===== config.mk =====
export PLATFORM = sky130hd
export DESIGN_NAME = event_pack_and_stream
export DESIGN_NICKNAME = d
export VERILOG_FILES = /design/src/rtl/event_pack_and_stream.sv
export SDC_FILE = /design/constraint.sdc
export NUM_CORES = 1
export LEC_CHECK = 0
export ABC_AREA = 1
export CAP_MARGIN = 20
export CELL_PAD_IN_SITES_DETAIL_PLACEMENT = 0
export CELL_PAD_IN_SITES_GLOBAL_PLACEMENT = 1
export CORE_AREA = 5 5 248 250
export DETAILED_ROUTE_END_ITERATION = 10
export DIE_AREA = 0 0 253 255
export MAX_ROUTING_LAYER = met4
export PLACE_DENSITY_LB_ADDON = 0.1
export SLEW_MARGIN = 25
export SYNTH_ARGS = -nofsm -noshare
export SYNTH_HDL_FRONTEND = slang
export SYNTH_SLANG_ARGS = --single-unit

===== constraint.sdc =====
create_clock -name clk -period 2.5 [get_ports clk]
set_input_delay 0.5 -clock clk [delete_from_list [all_inputs] [get_ports clk]]
set_output_delay 0.5 -clock clk [all_outputs]
set_load 0.02 [all_outputs]

===== src/rtl/event_pack_and_stream.sv =====
// Packs 32x16-bit AXI-Stream samples into 12-bit fields and streams them as
// SURF-ordered 64-bit words; PACK_DATA="FALSE" passes the raw beat as 8 words.
module event_pack_and_stream #(
  parameter string PACK_DATA = "TRUE"
) (
  input  logic         clk,
  input  logic         rst,
  input  logic [511:0] s_axis_tdata,
  input  logic         s_axis_tvalid,
  output logic         s_axis_tready,
  input  logic         s_axis_tlast,
  input  logic [63:0]  s_axis_tkeep,
  output logic [63:0]  m_axis_tdata,
  output logic         m_axis_tvalid,
  input  logic         m_axis_tready,
  output logic         m_axis_tlast,
  output logic         msb_err_o
);

  localparam bit         PACK     = (PACK_DATA == "TRUE");
  localparam int         NW       = PACK ? 6 : 8;
  localparam int         HW       = PACK ? 384 : 512;
  localparam logic [2:0] LAST_IDX = 3'(NW - 1);

  logic [HW-1:0] hold;
  logic [HW-1:0] load;
  logic          hold_valid;
  logic          hold_last;
  logic [2:0]    widx;
  logic          msb_err;
  logic [63:0]   sel_word;
  logic          msb_any;
  logic          last_word;
  logic          m_hs;
  logic          s_hs;
  logic          unused_keep;

  // tkeep carries no information: the producer always drives all ones.
  assign unused_keep = ^s_axis_tkeep;

  assign last_word     = (widx == LAST_IDX);
  assign m_axis_tvalid = hold_valid;
  assign m_hs          = hold_valid && m_axis_tready;
  assign s_axis_tready = !rst && (!hold_valid || (m_axis_tready && last_word));
  assign s_hs          = s_axis_tvalid && s_axis_tready;
  assign m_axis_tlast  = hold_valid && hold_last && last_word;
  assign msb_err_o     = msb_err;

  always_comb begin
    msb_any = 1'b0;
    for (int i = 0; i < 32; i++) begin
      msb_any = msb_any | (|s_axis_tdata[16*i+12 +: 4]);
    end
  end

  generate
    if (PACK) begin : g_pack
      always_comb begin
        load = '0;
        for (int i = 0; i < 32; i++) begin
          load[12*i +: 12] = s_axis_tdata[16*i +: 12];
        end
      end

      // Lower 192-bit half first; within a half, the top 64 bits go first.
      always_comb begin
        case (widx)
          3'd0:    sel_word = hold[128 +: 64];
          3'd1:    sel_word = hold[64 +: 64];
          3'd2:    sel_word = hold[0 +: 64];
          3'd3:    sel_word = hold[320 +: 64];
          3'd4:    sel_word = hold[256 +: 64];
          default: sel_word = hold[192 +: 64];
        endcase
      end

      // Inverse of the receive-side SURF remap.
      always_comb begin
        m_axis_tdata          = '0;
        m_axis_tdata[56 +: 8] = sel_word[0 +: 8];
        m_axis_tdata[48 +: 4] = sel_word[8 +: 4];
        m_axis_tdata[52 +: 4] = sel_word[12 +: 4];
        m_axis_tdata[40 +: 8] = sel_word[16 +: 8];
        m_axis_tdata[32 +: 8] = sel_word[24 +: 8];
        m_axis_tdata[24 +: 4] = sel_word[32 +: 4];
        m_axis_tdata[28 +: 4] = sel_word[36 +: 4];
        m_axis_tdata[16 +: 8] = sel_word[40 +: 8];
        m_axis_tdata[8 +: 8]  = sel_word[48 +: 8];
        m_axis_tdata[0 +: 4]  = sel_word[56 +: 4];
        m_axis_tdata[4 +: 4]  = sel_word[60 +: 4];
      end
    end else begin : g_raw
      assign load         = s_axis_tdata;
      assign sel_word     = hold[{widx, 6'b0} +: 64];
      assign m_axis_tdata = sel_word;
    end
  endgenerate

  // A load on the final-word handshake overrides the clear, so beats are gapless.
  always_ff @(posedge clk) begin
    if (rst) begin
      hold       <= '0;
      hold_valid <= 1'b0;
      hold_last  <= 1'b0;
      widx       <= 3'd0;
      msb_err    <= 1'b0;
    end else begin
      if (m_hs) begin
        if (last_word) begin
          widx       <= 3'd0;
          hold_valid <= 1'b0;
        end else begin
          widx <= widx + 3'd1;
        end
      end
      if (s_hs) begin
        hold       <= load;
        hold_valid <= 1'b1;
        hold_last  <= s_axis_tlast;
        widx       <= 3'd0;
      end
      if (s_hs && msb_any) begin
        msb_err <= 1'b1;
      end
    end
  end

endmodule


==> results of run 1 <==
-- flip-flops by register name, indices dropped and copies added, names as in the netlist --
register,count
m_axis_tvalid,1
hold_last,1
msb_err_o,1
widx,3
hold,384
-- logic make-up (layout without fill, tap and decap cells) --
kind of cell	count (synthesis)	in the layout	synth area share, %
buffers and inverters	491	1149	12.7
other	0	22	0
AND/OR/NAND/NOR	654	654	15.9
AO/OA/AOI/OAI	584	584	21.2
flip-flops	390	390	50.1
adder cells (fa/ha/maj)	1	1	0.0803
-- cell usage after synthesis --
library cell / number
clkinv_1: 1
inv_2: 3
o21ai_1: 311
o21ai_0: 75
o21ai_2: 1
buf_2: 9
inv_1: 361
o221ai_1: 64
nand3_1: 3
ha_1: 1
nand3_2: 1
nor2_1: 156
clkbuf_1: 74
buf_1: 9
or2_1: 1
o22ai_1: 100
nand2_2: 1
buf_4: 34
a21oi_1: 32
nand2_1: 491
nor2_4: 1
a22oi_1: 1
dfxtp_1: 390
-- layer usage --
metal / track usage [%] / share of wire, % / up-vias / wire, µm
met5: - / 0 / - / 0
met4: 6.57 / 2.9 / 0 / 1990
met1: 24.0 / 43 / 7319 / 29100
met3: 3.93 / 5.7 / 113 / 3870
met2: 33.9 / 49 / 424 / 33100
li1: - / - / 8079 / -
-- where the power goes --
| part | leakage [nW] | switching (W) | internal (W) |
|---|---|---|---|
| logic | 5.79 | 0.00122 | 0.00139 |
| registers | 3.22 | 0.000118 | 0.00669 |
| clock network | 0.791 | 0.00270 | 0.00431 |
-- what timing repair did --
action,in CTS,in global routing
gates resized for setup,561,87
setup endpoints to repair,65,64
pin swaps,18,16
gates cloned,8,8
buffers inserted,12,7
-- cell type report --
class	instances	share of cell area, %
sequential	390	29.9
clock inverter	15	0.679
antenna	22	0.210
multi-input combinational	1239	26.0
timing repair buffer	699	28.8
tap	773	3.70
inverter	365	5.31
clock buffer	70	5.41
-- path summary, 6_finish.rpt --
| kind | to | slack [ps] | from | depth (start not counted) |
|---|---|---|---|---|
| worst max register to register | hold[32] | 440 | widx[1] | 11 |
| worst max-delay path | m_axis_tdata[63] | -150 | widx[0] | 9 |
| worst min-delay path | hold[383] | 440 | rst | 3 |
| worst min register to register | hold[258] | 450 | hold[258] | 2 |
-- metrics by stage --
step | total power (W) | hold slack (ps) | util, % | cell area [µm²] | std cells
2_1_floorplan | 0.00794 | 432 | - | 15600 | 2120
3_3_place_gp | 0.00934 | 443 | 38.9 | 22900 | 3432
3_5_place_dp | 0.00937 | 448 | 38.9 | 22900 | 3432
4_1_cts | 0.0166 | 423 | 43.3 | 25500 | 3537
5_1_grt | 0.0172 | 446 | 44.5 | 26200 | 3573
6_report | 0.0164 | 443 | 44.5 | 26200 | 3573
-- tightest hold or removal path, cell delays in order --
cell and delay, ps:
buf_2 150, buf_4 210, a21oi_1 120
==> results.yml, run 1 <==
clocking:
  path_clk_slew_ps: 60
  cts_tree: "built"
  hold_buffers: 0
  htree_levels: 2
  clk_latency_ps: 570
  cts.sinks: 390
  cts_inserted_buffers: 47
  cts_root_buf: "clkbuf_16"
  cts_buffer_depth: 3
global_routing:
  grt_overflow: 0
  grt_max_degree: 115
  grt_pass1_vias: 16500
  grt_antenna_before_repair: 23
  grt_pass1_wl_mm: 96.9
  grt_usage_pct: 20.0
final_layout:
  nFillCells: 5957
  final_common_cell: "clkdlybuf4s50_1"
  multi_input_area_mm2: 0.00681
  register_area_mm2: 0.00781
  area_growth_pct: 67.9
  nets: 3324
  layout-drive-gt1-share_pct: 14.8
  layout_common_cells: "517 x clkdlybuf4s50_1, 485 x nand2_1, 387 x dfxtp_1, 358 x inv_1, 318 x o21ai_1"
timing:
  report.final.hold_viol_count: 0
  tns_ps: -6820
  final_max_slew_viol_count: 0
  fin_crit_ps: 2650
  tightest_slew_ps: 537
  worst_slack_ps: -150
  fin_skew_ps: 20.4
  rsz0062_at_grt: "true"
  finalSetupViolations: 64
  fmax_mhz: 377
  relSlewSlack_pct: 64.2
  min_period_over_period_pct: 106
floorplanning:
  ios: 649
  die_area_mm2: 0.0645
  die_h_um: 255
  num_rows: 89
  start_util_pct: 26.5
  chipWidth_um: 253
  core-area_mm2: 0.0588
worst_setup_path:
  cp_slowest_stage_delay_ps: 380
  required_ps: 2000
  path_cells: "nand2_2, inv_2, ha_4, nor2_4, o21ai_4, buf_12, buf_16, o221ai_2, buf_4"
  arrival_ps: 2150
  cp_top_family: "buffers and inverters"
  cp-start-kind: "register"
  criticalPathCategory: "register to primary output"
  crit_path_end_kind: "primary output"
  crit_path_top_delay_cell: "dfxtp_4"
  crit_buf_inv: 4
  crit_fanout: 9
synth:
  yosys_warnings: 0
  syn_nets: 2702
  syn_inst: 2120
  synth_seq_area_share_pct: 50.1
  yosys-top-cells-area: "dfxtp_1 50%, nand2_1 12%, o21ai_1 10%"
  synth.distinct_cells: 23
  syn_area_mm2: 0.0156
  synth.ff_latch_count: 390
  syn_area_per_cell_um2: 7.35
  synth_top_area_share_pct: 50.1
  yosys.area.top_type: "dfxtp_1"
place:
  place_congestion: 0.807
  io_buffers: 584
  dp_hpwl_mm: 48.2
  dp_slack_ps: -301
route:
  drc: 0
  finalWirelength_mm: 68.1
  drt_first_pass_iters: 7
  ant_nets: 0
  post_drt_via_cell_ratio: 4.46
  drt_iter0_markers: 763
  wl_per_cell_um: 19.0
  vias: 15900
status:
  status: "finished, violations left"
  violations: "negative setup slack"
pwr:
  p_per_area_mw_per_mm2: 628
  p_leak_nw: 9.80
  ir_worst_vdd_uv: 454
flow_run:
  cap_violations: 0
worst_hold_path:
  hp-class: "input pin to register"
(Power assumes the default switching activity.)
==> inputs of run 2 (changes only) <==
- CELL_PAD_IN_SITES_DETAIL_PLACEMENT: 0 -> 1
- DONT_BUFFER_PORTS: unset -> 1
==> results.yml, run 2 (synthesis results as in run 1) <==
status:
  status: "finished, violations left"
  violations: "negative setup slack"
route:
  finalWirelength_mm: 66.8
  wl_per_cell_um: 22.1
  drc: 0
  post_drt_via_cell_ratio: 4.74
  drt_iter0_markers: 670
  ant_nets: 0
  drt_first_pass_iters: 5
  vias: 14400
clocking:
  clk_latency_ps: 580
  cts_tree: "built"
  htree_levels: 2
  cts_root_buf: "clkbuf_16"
  cts_inserted_buffers: 47
  cts.sinks: 390
  cts_buffer_depth: 3
  path_clk_slew_ps: 60
worst_setup_path:
  arrival_ps: 2190
  cp-start-kind: "register"
  required_ps: 2000
  r2r_slack_ps: 200
  crit_path_end_kind: "primary output"
  crit_fanout: 6
  criticalPathCategory: "register to primary output"
timing:
  rsz0062_at_grt: "true"
  fin_skew_ps: 21.5
  report.final.hold_viol_count: 0
  fin_crit_ps: 2690
  min_period_over_period_pct: 108
  worst_slack_ps: -188
  fmax_mhz: 372
  finalSetupViolations: 64
  relSlewSlack_pct: 62.1
  tightest_slew_ps: 567
  final_max_slew_viol_count: 0
final_layout:
  nets: 2794
  layout-drive-gt1-share_pct: 15.3
  nFillCells: 7053
  register_area_mm2: 0.00782
  final_common_cell: "nand2_1"
  reg_top3: "hold: 384 flops, widx: 3 flops"
  multi_input_area_mm2: 0.00666
  layout_common_cells: "487 x nand2_1, 388 x dfxtp_1, 358 x inv_1, 319 x o21ai_1, 126 x nor2_1"
  largest_register_ffs: 384
  top_register: "hold"
  instances_no_fill: 3029
  area_growth_pct: 31.1
  fin_util_pct: 34.7
floorplanning:
  core-area_mm2: 0.0588
  chipWidth_um: 253
  die_area_mm2: 0.0645
  num_rows: 89
  die_h_um: 255
  start_util_pct: 26.5
  ios: 649
global_routing:
  grt_usage_pct: 19.4
  grt_max_degree: 81
  grt_overflow: 0
  grt_pass1_vias: 15200
  grt_pass1_wl_mm: 93.5
  grt_antenna_before_repair: 12
place:
  dp_hpwl_mm: 45.6
  io_buffers: 0
  place_congestion: 0.810
  place_inst: 2873
worst_hold_path:
  hp-class: "input pin to register"
pwr:
  ir_worst_vdd_uv: 438
  p_leak_nw: 7.49
  p_per_area_mw_per_mm2: 731
flow_run:
  cap_violations: 0
-- run 2: cell types whose count changed in the layout (fill, tap and decap cells not counted), moves of 5 or more --
cell | before | now
buf_12 | 43 | 30
buf_4 | 74 | 67
buf_6 | 47 | 27
clkbuf_1 | 10 | 17
clkdlybuf4s50_1 | 517 | 0
clkinv_2 | 10 | 3
diode_2 | 22 | 16
dlygate4sd3_1 | 0 | 27
o221ai_1 | 0 | 13
o221ai_2 | 51 | 40
o22ai_2 | 15 | 24
o22ai_4 | 11 | 6
-- run 2: per-stage QoR --
stage / power, W / TNS [ps] / hold slack [ps] / cell area, µm² / setup slack (ps)
after floorplan: 0.00794 / 0 / 432 / 15600 / 388
after global placement: 0.00837 / 0 / 445 / 17100 / 155
after detailed placement: 0.00843 / 0 / 451 / 17100 / 126
after CTS: 0.0151 / -10870 / 0.0110 / 19800 / -216
after global routing: 0.0156 / -14260 / 10.1 / 20400 / -281
final: 0.0149 / -8260 / 40.7 / 20400 / -188
-- run 2: final cells by class --
class / instances / area share (%)
flip-flops and latches: 390 / 38.3
multi-input cells: 1239 / 32.6
repair buffers: 169 / 10.5
inverters: 365 / 6.80
clock buffers: 72 / 6.67
well taps: 773 / 4.74
clock inverters: 5 / 0.196
diodes: 16 / 0.196
-- run 2: final timing paths --
kind | start | end | cells after the start
max reg2reg | widx[1] | hold[121] | 12
min | s_axis_tdata[152] | hold[116] | 2
max | widx[1] | m_axis_tdata[57] | 10
min reg2reg | hold[80] | hold[80] | 2
-- run 2: worst max-delay path, cell delays in order (launching register included) --
cell and delay, ps:
dfxtp_4 360, nand2_2 70, inv_2 50, ha_4 200
nor2_4 110, o21ai_4 90, buf_6 150, buf_12 120
buf_16 140, o221ai_2 140, buf_4 170
-- run 2: power by group --
part           leakage [nW]  switching (W)  internal (W)
clock                 0.685        0.00268       0.00371
combinational          3.59        0.00107      0.000643
sequential             3.22       0.000128       0.00669
total                  7.49        0.00388        0.0110
-- run 2: what timing repair did --
action / in CTS / in global routing
hold buffers: 28 / 0
cloned: 7 / 12
endpoints found under the setup margin: 64 / 64
hold endpoints to repair: 58 / 0
resized for setup: 151 / 66
pin swaps: 22 / 11
setup buffers: 16 / 5
-- run 2: routing by layer --
| layer | GRT usage [%] | up-vias | part of all wire, % |
|---|---|---|---|
| li1 | - | 6977 | - |
| met1 | 23.1 | 6916 | 42 |
| met2 | 33.0 | 375 | 50 |
| met3 | 4.20 | 90 | 5.5 |
| met4 | 5.78 | 0 | 2.4 |
| met5 | - | - | 0 |
==> inputs of run 3 (changes only) <==
- DONT_BUFFER_PORTS: 1 -> unset
- clock period: 2.5 -> 3.5 ns (I/O delays scaled with it)
==> results.yml, run 3 (synthesis results as in run 1) <==
status:
  status: "completed"
final_layout:
  reg_top3: "hold: 384 flops, widx: 3 flops"
  layout-drive-gt1-share_pct: 4.78
  fin_area_mm2: 0.0239
  fin_util_pct: 40.7
  largest_register_ffs: 384
  nets: 3249
  area_growth_pct: 53.6
  top_register: "hold"
  final_common_cell: "clkdlybuf4s50_1"
  layout_common_cells: "519 x clkdlybuf4s50_1, 489 x nand2_1, 389 x dfxtp_1, 361 x inv_1, 312 x o21ai_1"
global_routing:
  grt_overflow: 0
  grt_pass1_wl_mm: 99.5
  grt_pass1_vias: 17200
  grt_usage_pct: 20.3
  grt_antenna_before_repair: 18
  grt_max_degree: 164
floorplanning:
  start_util_pct: 26.5
  num_rows: 89
  die_area_mm2: 0.0645
  chipWidth_um: 253
  die_h_um: 255
  core-area_mm2: 0.0588
  ios: 649
worst_setup_path:
  cp_slowest_stage_delay_ps: 450
  crit_path_end_kind: "primary output"
  cp-start-kind: "register"
  required_ps: 2800
  crit_fanout: 29
  path_cells: "nand2_1, inv_1, ha_4, nor2_1, o21ai_4, buf_12, o221ai_1, dlygate4sd2_1"
  startpoint: "widx[1]"
  arrival_ps: 2640
  timing.rr.start: "widx[1]"
  cp_top_family: "buffers and inverters"
  crit_path_top_delay_cell: "dlygate4sd2_1"
  criticalPathCategory: "register to primary output"
  crit_buf_inv: 3
route:
  drt_first_pass_iters: 7
  ant_nets: 0
  vias: 15900
  post_drt_via_cell_ratio: 4.54
  finalWirelength_mm: 66.8
  drc: 0
  wl_per_cell_um: 19.1
  drt_iter0_markers: 608
timing:
  fin_skew_ps: 18.0
  report.final.hold_viol_count: 0
  final_max_slew_viol_count: 0
  fmax_mhz: 300
  rsz0062_at_grt: "false"
  relSlewSlack_pct: 44.1
  fin_crit_ps: 3340
  finalSetupViolations: 0
  min_period_over_period_pct: 95.4
  worst_slack_ps: 163
  tns_ps: 0
  tightest_slew_ps: 839
clocking:
  clk_latency_ps: 560
  hold_buffers: 0
  cts_buffer_depth: 3
  cts_inserted_buffers: 47
  cts_tree: "built"
  htree_levels: 2
  cts.sinks: 390
  cts_root_buf: "clkbuf_16"
  path_clk_slew_ps: 60
worst_hold_path:
  worstHoldStart: "hold[274]"
  hp-class: "register to register"
place:
  io_buffers: 584
  dpl-instance-area_mm2: 0.0223
  dp_hpwl_mm: 49.2
  place_congestion: 0.795
  dp_slack_ps: 251
pwr:
  p_leak_nw: 9.14
  ir_worst_vdd_uv: 311
  p_per_area_mw_per_mm2: 478
flow_run:
  cap_violations: 0
-- run 3: cell types whose count changed in the layout (fill, tap and decap cells not counted), moves of 11 or more --
| cell | before | now |
|---|---|---|
| o22ai_1 | 70 | 100 |
| nor2_1 | 126 | 155 |
| o21ai_0 | 58 | 73 |
| o221ai_2 | 40 | 0 |
| buf_6 | 27 | 1 |
| dlygate4sd3_1 | 27 | 0 |
| buf_12 | 30 | 18 |
| dlygate4sd2_1 | 0 | 58 |
| o221ai_4 | 11 | 0 |
| buf_4 | 67 | 21 |
| nor2_2 | 27 | 1 |
| clkdlybuf4s50_1 | 0 | 519 |
| o22ai_2 | 24 | 0 |
| o221ai_1 | 13 | 64 |
-- run 3: report_power, final --
group / switching (W) / leakage, nW / total (W) / internal [W]
sequential: 0.0000876 / 3.22 / 0.00487 / 0.00478
combinational: 0.000791 / 5.15 / 0.00163 / 0.000840
clock: 0.00191 / 0.771 / 0.00494 / 0.00303
-- run 3: repair_timing --
| item | in CTS | in global routing |
|---|---|---|
| setup buffers | 3 | 0 |
| resized for setup | 65 | 6 |
| pin swaps | 1 | 0 |
| setup endpoints to repair | 64 | 6 |
| hold endpoints to repair | 0 | 0 |
-- run 3: per-stage QoR --
step	total power, W	cells	hold slack [ps]
final	0.0114	3493	457
after global routing	0.0120	3492	476
after CTS	0.0116	3474	462
after detailed placement	0.00665	3388	451
after global placement	0.00660	3388	445
after floorplan	0.00567	2120	432
-- run 3: path summary, 6_finish.rpt --
path | to | slack (ps) | depth (start not counted)
min | hold[274] | 460 | 2
min reg2reg | hold[274] | 460 | 2
max reg2reg | hold[219] | 1310 | 10
max | m_axis_tdata[36] | 160 | 8
-- run 3: layout make-up --
| class | count | area, µm² |
|---|---|---|
| inverters | 365 | 1380 |
| well taps | 773 | 967 |
| flip-flops and latches | 390 | 7810 |
| multi-input cells | 1239 | 5850 |
| diodes | 19 | 47.5 |
| fillers | 7078 | 34900 |
| clock inverters | 11 | 159 |
| clock buffers | 72 | 1400 |
| repair buffers | 624 | 6310 |
-- run 3: routing by layer --
metal	part of all wire, %	GRT usage, %
met1	42	23.6
met2	51	35.9
met3	5.0	3.89
met4	2.4	5.72
met5	0	-
-- run 3: tightest hold or removal path, delay by kind of cell (launching register included) --
family          cells  cell delay (ps)
compound gates      1               60
flops               1              290
buf+inv             1               50
==> RTL change 1 (settings of run 1) <==
Register the output `msb_err_o` once more, without a reset; this adds one clock of latency there. The other outputs are not delayed to match.
--- a/src/rtl/event_pack_and_stream.sv
+++ b/src/rtl/event_pack_and_stream.sv
@@ -44,7 +44,9 @@
   assign s_axis_tready = !rst && (!hold_valid || (m_axis_tready && last_word));
   assign s_hs          = s_axis_tvalid && s_axis_tready;
   assign m_axis_tlast  = hold_valid && hold_last && last_word;
-  assign msb_err_o     = msb_err;
+  always_ff @(posedge clk) begin
+    msb_err_o <= msb_err;
+  end
 
   always_comb begin
     msb_any = 1'b0;
Behaviour: not the same (a bounded check fails within 4 cycles, from zero or initial values and one cycle with rst high).
==> RTL change 1 against run 1 <==
The run still ends with negative setup slack left; final area grew 0.86%; wire length down 1.3%; sequential cell count rose by 1; sequential share of layout area fell by 0.19 points; first-iteration DRC count fell by 7.7%; power shrank 4.2%; area after synthesis shrank 0.24%; setup slack gained 0.018 ns; largest cell class unchanged.
==> RTL change 1: results (changes against run 1) <==
----------------------------------------------------
[Placement]
  Placed cell area ... 0.02285 mm2 (was 0.02288 mm2)
  Weighted congestion at the end of routability-driven global placement ... 0.8076 (was 0.8073)
  Post-detail-place hpwl ... 47410 um (was 48180 um)

[Global routing]
  Initial antenna violation count ... 18 (was 23)
  Wire length of the first global-routing pass ... 97630 um (was 96910 um)
  Global Route Usage Sum ... 0.2019 (was 0.2000)

[STA]
  Number of failing setup endpoints in the final timing report ... 64 (unchanged)
  Worst clock skew ... 0.02370 ns (was 0.02041 ns)
  Worst Tran Pin Value ... 0.5487 ns (was 0.5373 ns)
  Worst Hold Slack ... 0.3545 ns (was 0.4430 ns)
  Worst-case setup margin in the final layout ... -0.1312 ns (was -0.1495 ns)
  Setup tns final ... -4.456 ns (was -6.817 ns)

[Critical path]
  Worst reg2reg endpoint ... msb_err (was hold[32])
  Worst reg2reg setup slack ... 0.47 ns (was 0.44 ns)
  FF-to-FF Start ... widx[0] (was widx[1])
  Crit path arrival time ... 2.13 ns (was 2.15 ns)
  Biggest cell delay along the critical path ... 0.32 ns (was 0.38 ns)

[Power]
  Worst voltage drop across the vdd grid ... 519.8 uV (was 454.3 uV)
  Pleak ... 0.009746 uW (was 0.009799 uW)

[Hold path]
  HP Class ... reg2reg (was in2reg)
  Min-delay src ... msb_err (was rst)
  Hold Path Depth ... 0 (was 3)

[Outcome]
  Result of the run ... finished with violations (unchanged)
  Violated checks ... negative setup slack (unchanged)

[Detailed routing]
  Avg WL per Cell ... 18.91 um (was 19.05 um)
  Number of detailed-route iterations in the first pass ... 5 (was 7)
  DRT iter0 DRCs ... 704 (was 763)

[Cells and area]
  Number of nets in the layout ... 3314 (was 3324)
  Fraction of layout instances using a drive strength above 1 ... 0.1591 (was 0.1479)
  FILL cells ... 5938 (was 5957)

[Synthesis]
  Yosys cell types ... 22 (was 23)
  Commonest cells in the netlist ... nand2_1 (481), dfxtp_1 (391), inv_1 (367), o21ai_1 (198), o21ai_0 (188) (was nand2_1 (491), dfxtp_1 (390), inv_1 (361), o21ai_1 (311), nor2_1 (156))

----------------------------------------------------
==> RTL change 1: layout make-up <==
type / count / area share
Multi-Input combinational cell: 1229 / 0.2739
Antenna cell: 17 / 0.001613
Clock inverter: 12 / 0.003178
Timing Repair Buffer: 694 / 0.2849
Inverter: 370 / 0.05331
Tap cell: 773 / 0.03666
Sequential cell: 391 / 0.2969
Clock buffer: 69 / 0.04957
==> RTL change 1: through the flow <==
stage	util	instances	power, uW
6_report	0.4487	3555	15730
5_1_grt	0.4487	3555	16490
4_1_cts	0.4345	3538	15830
3_5_place_dp	0.3887	3426	9342
3_3_place_gp	0.3887	3426	9315
2_1_floorplan	-	2116	7920
==> RTL change 1: logic make-up (layout without fill, tap and decap cells) <==
| family | Yosys count | count (layout) | share of synthesized area |
|---|---|---|---|
| and+or+nand+nor | 644 | 644 | 0.1574 |
| AOI/OAI and AO/OA | 584 | 584 | 0.2125 |
| buffers and inverters | 496 | 1145 | 0.1256 |
| DFF | 391 | 391 | 0.5038 |
| adders and majority gates | 1 | 1 | 0.0008052 |
| other | 0 | 17 | 0 |
==> RTL change 1: worst max-delay path by stage <==
| stage | start | end | slack, ns |
|---|---|---|---|
| floorplan | widx[0] | m_axis_tdata[0] | 0.25 |
| global placement | widx[1] | m_axis_tdata[59] | -0.24 |
| detailed placement | widx[1] | m_axis_tdata[59] | -0.25 |
| CTS | widx[0] | m_axis_tdata[56] | -0.17 |
| global route | widx[1] | m_axis_tdata[6] | -0.22 |
| finish | widx[0] | m_axis_tdata[22] | -0.13 |
==> RTL change 1: layer usage <==
metal  global-route usage  share of wire
met1               0.2532           0.43
met2               0.3370           0.49
met3              0.04268          0.056
met4              0.04597          0.017
met5                    -              0
==> RTL change 1: repair_timing <==
| action | 4_1_cts | 5_1_grt |
|---|---|---|
| gates cloned | 9 | 2 |
| setup buffers | 23 | 1 |
| pin swaps | 26 | 29 |
| gates resized for setup | 559 | 137 |
| setup endpoints to repair | 65 | 64 |
==> RTL change 1: power breakdown <==
group          total, uW  internal [uW]  switching [uW]
registers           6830           6710             117
logic               2640           1400            1240
clock network       6270           3610            2660
total              15700          11700            4020
==> RTL change 1: critical path: cells and delay by family, from the launching register on <==
kind | cells | cell delay, ns
compound gates | 2 | 0.23
buf+inv | 4 | 0.64
flops | 1 | 0.32
simple gates | 2 | 0.34
==> RTL change 2 (config.mk and constraints of run 1) <==
Made on the original files. Reset style: asynchronous (`rst`), changed in one clocked block.
--- a/src/rtl/event_pack_and_stream.sv
+++ b/src/rtl/event_pack_and_stream.sv
@@ -97,7 +97,7 @@
   endgenerate
 
   // A load on the final-word handshake overrides the clear, so beats are gapless.
-  always_ff @(posedge clk) begin
+  always_ff @(posedge clk or posedge rst) begin
     if (rst) begin
       hold       <= '0;
       hold_valid <= 1'b0;
Behaviour: differs if rst is asserted again (counterexample within 4 cycles, from zero or initial values and one cycle with rst high); with rst held inactive, the same outputs for 4 cycles.
==> RTL change 2 against run 1 <==
The run still ends with negative setup slack left; setup slack worse by 0.12 ns; cell count up 3.5%; first-iteration DRC count up 31%; synthesized cell count is 6.3% higher; area after synthesis increased by 16%; critical path type unchanged; critical endpoint is now m_axis_tdata[1]; sequential cell count unchanged; critical path depth down 1; final area is 7.0% higher; wire length grew 7.7%; clock skew decreased by 0.012 ns.
Power is not compared: it rests on default switching activity, and its combinational part moved more than twofold at a synthesized area within 25%.
==> RTL change 2: results (changes against run 1) <==
----------------------------------------------------
[Synthesis]
  Most used flip-flop cell after synthesis ... dfrtp_1 (was dfxtp_1)
  Top post-synthesis cells by area ... dfrtp_1 (54%), nand2_1 (19%), o21ai_1 (5.5%) (was dfxtp_1 (50%), nand2_1 (12%), o21ai_1 (10%))
  Commonest cells in the netlist ... nand2_1 (909), dfrtp_1 (390), inv_1 (237), o21ai_1 (198), nor2_1 (152) (was nand2_1 (491), dfxtp_1 (390), inv_1 (361), o21ai_1 (311), nor2_1 (156))
  Net count after synthesis ... 2835 (was 2702)
  Register area share after synthesis ... 0.5416 (was 0.5013)
  Fraction of registers with async set or reset after synthesis ... 1.000 (was 0)
  Yosys cell types ... 23 (unchanged)

[Placement]
  Placed cell area ... 0.02493 mm2 (was 0.02288 mm2)
  Post-placement setup slack ... -0.3394 ns (was -0.3006 ns)
  Post-detail-place hpwl ... 48470 um (was 48180 um)
  Weighted congestion at the end of routability-driven global placement ... 0.8967 (was 0.8073)

[Global routing]
  Met3 global-route usage ... 0.03943 (was 0.03933)
  Wire length of the first global-routing pass ... 106200 um (was 96910 um)
  Via count of the first global-routing pass ... 17660 (was 16460)
  Largest net degree at the start of global routing ... 163 (was 115)
  Initial antenna violation count ... 13 (was 23)
  Global-route met1 utilization ... 0.2945 (was 0.2405)
  Global Route Usage Sum ... 0.2192 (was 0.2000)
  Met2 track utilization from global routing ... 0.3537 (was 0.3386)

[Outcome]
  Result of the run ... finished with violations (unchanged)
  Violated checks ... negative setup slack (unchanged)

[Hold path]
  Hold Path Depth ... 2 (was 3)
  HP Class ... reg2reg (was in2reg)
  Min-delay src ... msb_err_o (was rst)
  Worst-case hold path end point ... msb_err_o (was hold[383])

[Cells and area]
  Fraction of layout instances using a drive strength above 1 ... 0.1412 (was 0.1479)
  Biggest registers after layout ... hold: 384 flops, widx: 3 flops (unchanged)
  Number of nets in the layout ... 3465 (was 3324)

[Critical path]
  Worst reg-to-reg path cell count ... 9 (was 11)
  FF-to-FF Start ... widx[1] (unchanged)
  Crit path arrival time ... 2.27 ns (was 2.15 ns)
  Biggest fanout along the worst timing path ... 4 (was 9)
  Worst reg2reg setup slack ... 0.31 ns (was 0.44 ns)
  Worst reg2reg endpoint ... widx[2] (was hold[32])

[Clock network]
  Clk Latency, worst-skew pair ... 0.56 ns
  Reg clk slew, reported paths ... 0.06 ns (about the same)
  Clock buffer count from CTS ... 47 (unchanged)
  Library cell used as clock root buffer ... clkbuf_16 (unchanged)

[Power]
  Sw Ratio ... 0.3863
  Worst voltage drop across the vdd grid ... 698.6 uV

[Detailed routing]
  Avg WL per Cell ... 19.81 um (was 19.05 um)
  Number of detailed-route iterations in the first pass ... 4 (was 7)
  Total vias in the final route ... 17020 (was 15940)
  DRT iter0 DRCs ... 1002 (was 763)

[STA]
  Worst clock skew ... 0.008120 ns (was 0.02041 ns)
  Worst Tran Pin Value ... 0.8812 ns (was 0.5373 ns)
  Number of failing setup endpoints in the final timing report ... 64 (unchanged)
  Setup tns final ... -11.48 ns (was -6.817 ns)
  Worst-case setup margin in the final layout ... -0.2664 ns (was -0.1495 ns)

----------------------------------------------------
==> RTL change 2: metrics by stage <==
stage	cells	hold WS, ns
2_1_floorplan	2253	0.4492
3_3_place_gp	3546	0.4496
3_5_place_dp	3547	0.4514
4_1_cts	3661	0.4290
5_1_grt	3697	0.4507
6_report	3699	0.4586
==> RTL change 2: logic make-up (layout without fill, tap and decap cells) <==
| family | count (synthesis) | after routing | synth area share |
|---|---|---|---|
| AND/OR/NAND/NOR | 1098 | 1098 | 0.2320 |
| other | 0 | 15 | 0 |
| adder cells (fa/ha/maj) | 1 | 1 | 0.0006942 |
| flip-flops | 390 | 390 | 0.5416 |
| AO/OA/AOI/OAI | 396 | 396 | 0.1237 |
| buffers and inverters | 368 | 1026 | 0.1021 |
==> RTL change 2: area by class of cell <==
cell class | instances | area [um2]
Inverter | 239 | 929.6
Sequential cell | 390 | 9761
Timing Repair Buffer | 710 | 7677
Tap cell | 773 | 967.2
Multi-Input combinational cell | 1495 | 7156
Fill cell | 5807 | 30800
Clock inverter | 6 | 55.05
Antenna cell | 15 | 37.54
Clock buffer | 71 | 1409
==> RTL change 2: metal layers <==
| metal | share of wire | wire length [um] | vias to the layer above |
|---|---|---|---|
| li1 | - | - | 8350 |
| met1 | 0.45 | 32850 | 8199 |
| met2 | 0.49 | 35640 | 414 |
| met3 | 0.053 | 3889 | 54 |
| met4 | 0.012 | 911 | 0 |
| met5 | 0 | 0 | - |
==> RTL change 2: repair_timing <==
action,in CTS,in global routing
endpoints found under the setup margin,65,65
pin swaps,52,35
cloned,8,12
endpoints found under the hold margin,0,0
setup buffers,30,15
gates resized for setup,405,147
==> RTL change 2: power by group through the flow <==
stage / registers (uW) / clock network, uW / logic [uW]
floorplan: 10300 / 0 / 7840
global placement: 10400 / 0 / 13900
detailed placement: 10500 / 0 / 14000
CTS: 10400 / 6770 / 15500
global route: 10800 / 7010 / 18100
finish: 10500 / 6570 / 16600
==> RTL change 2: how the worst max path moves through the flow <==
stage	slack, ns	cells past startpoint	to	from
after floorplan	-4.96	8	msb_err_o	rst
after global placement	-0.35	7	m_axis_tdata[1]	widx[1]
final	-0.27	8	m_axis_tdata[1]	widx[2]
after detailed placement	-0.34	7	m_axis_tdata[1]	widx[0]
after CTS	-0.26	8	m_axis_tdata[1]	widx[0]
after global routing	-0.33	9	m_axis_tdata[40]	widx[2]
==> RTL change 2: critical path: stages (launching register included) <==
cell,delay (ns)
dfrtp_2,0.38
inv_2,0.05
buf_6,0.11
ha_4,0.17
nor2_4,0.10
o21ai_4,0.09
buf_6,0.15
o211ai_1,0.39
buf_4,0.24
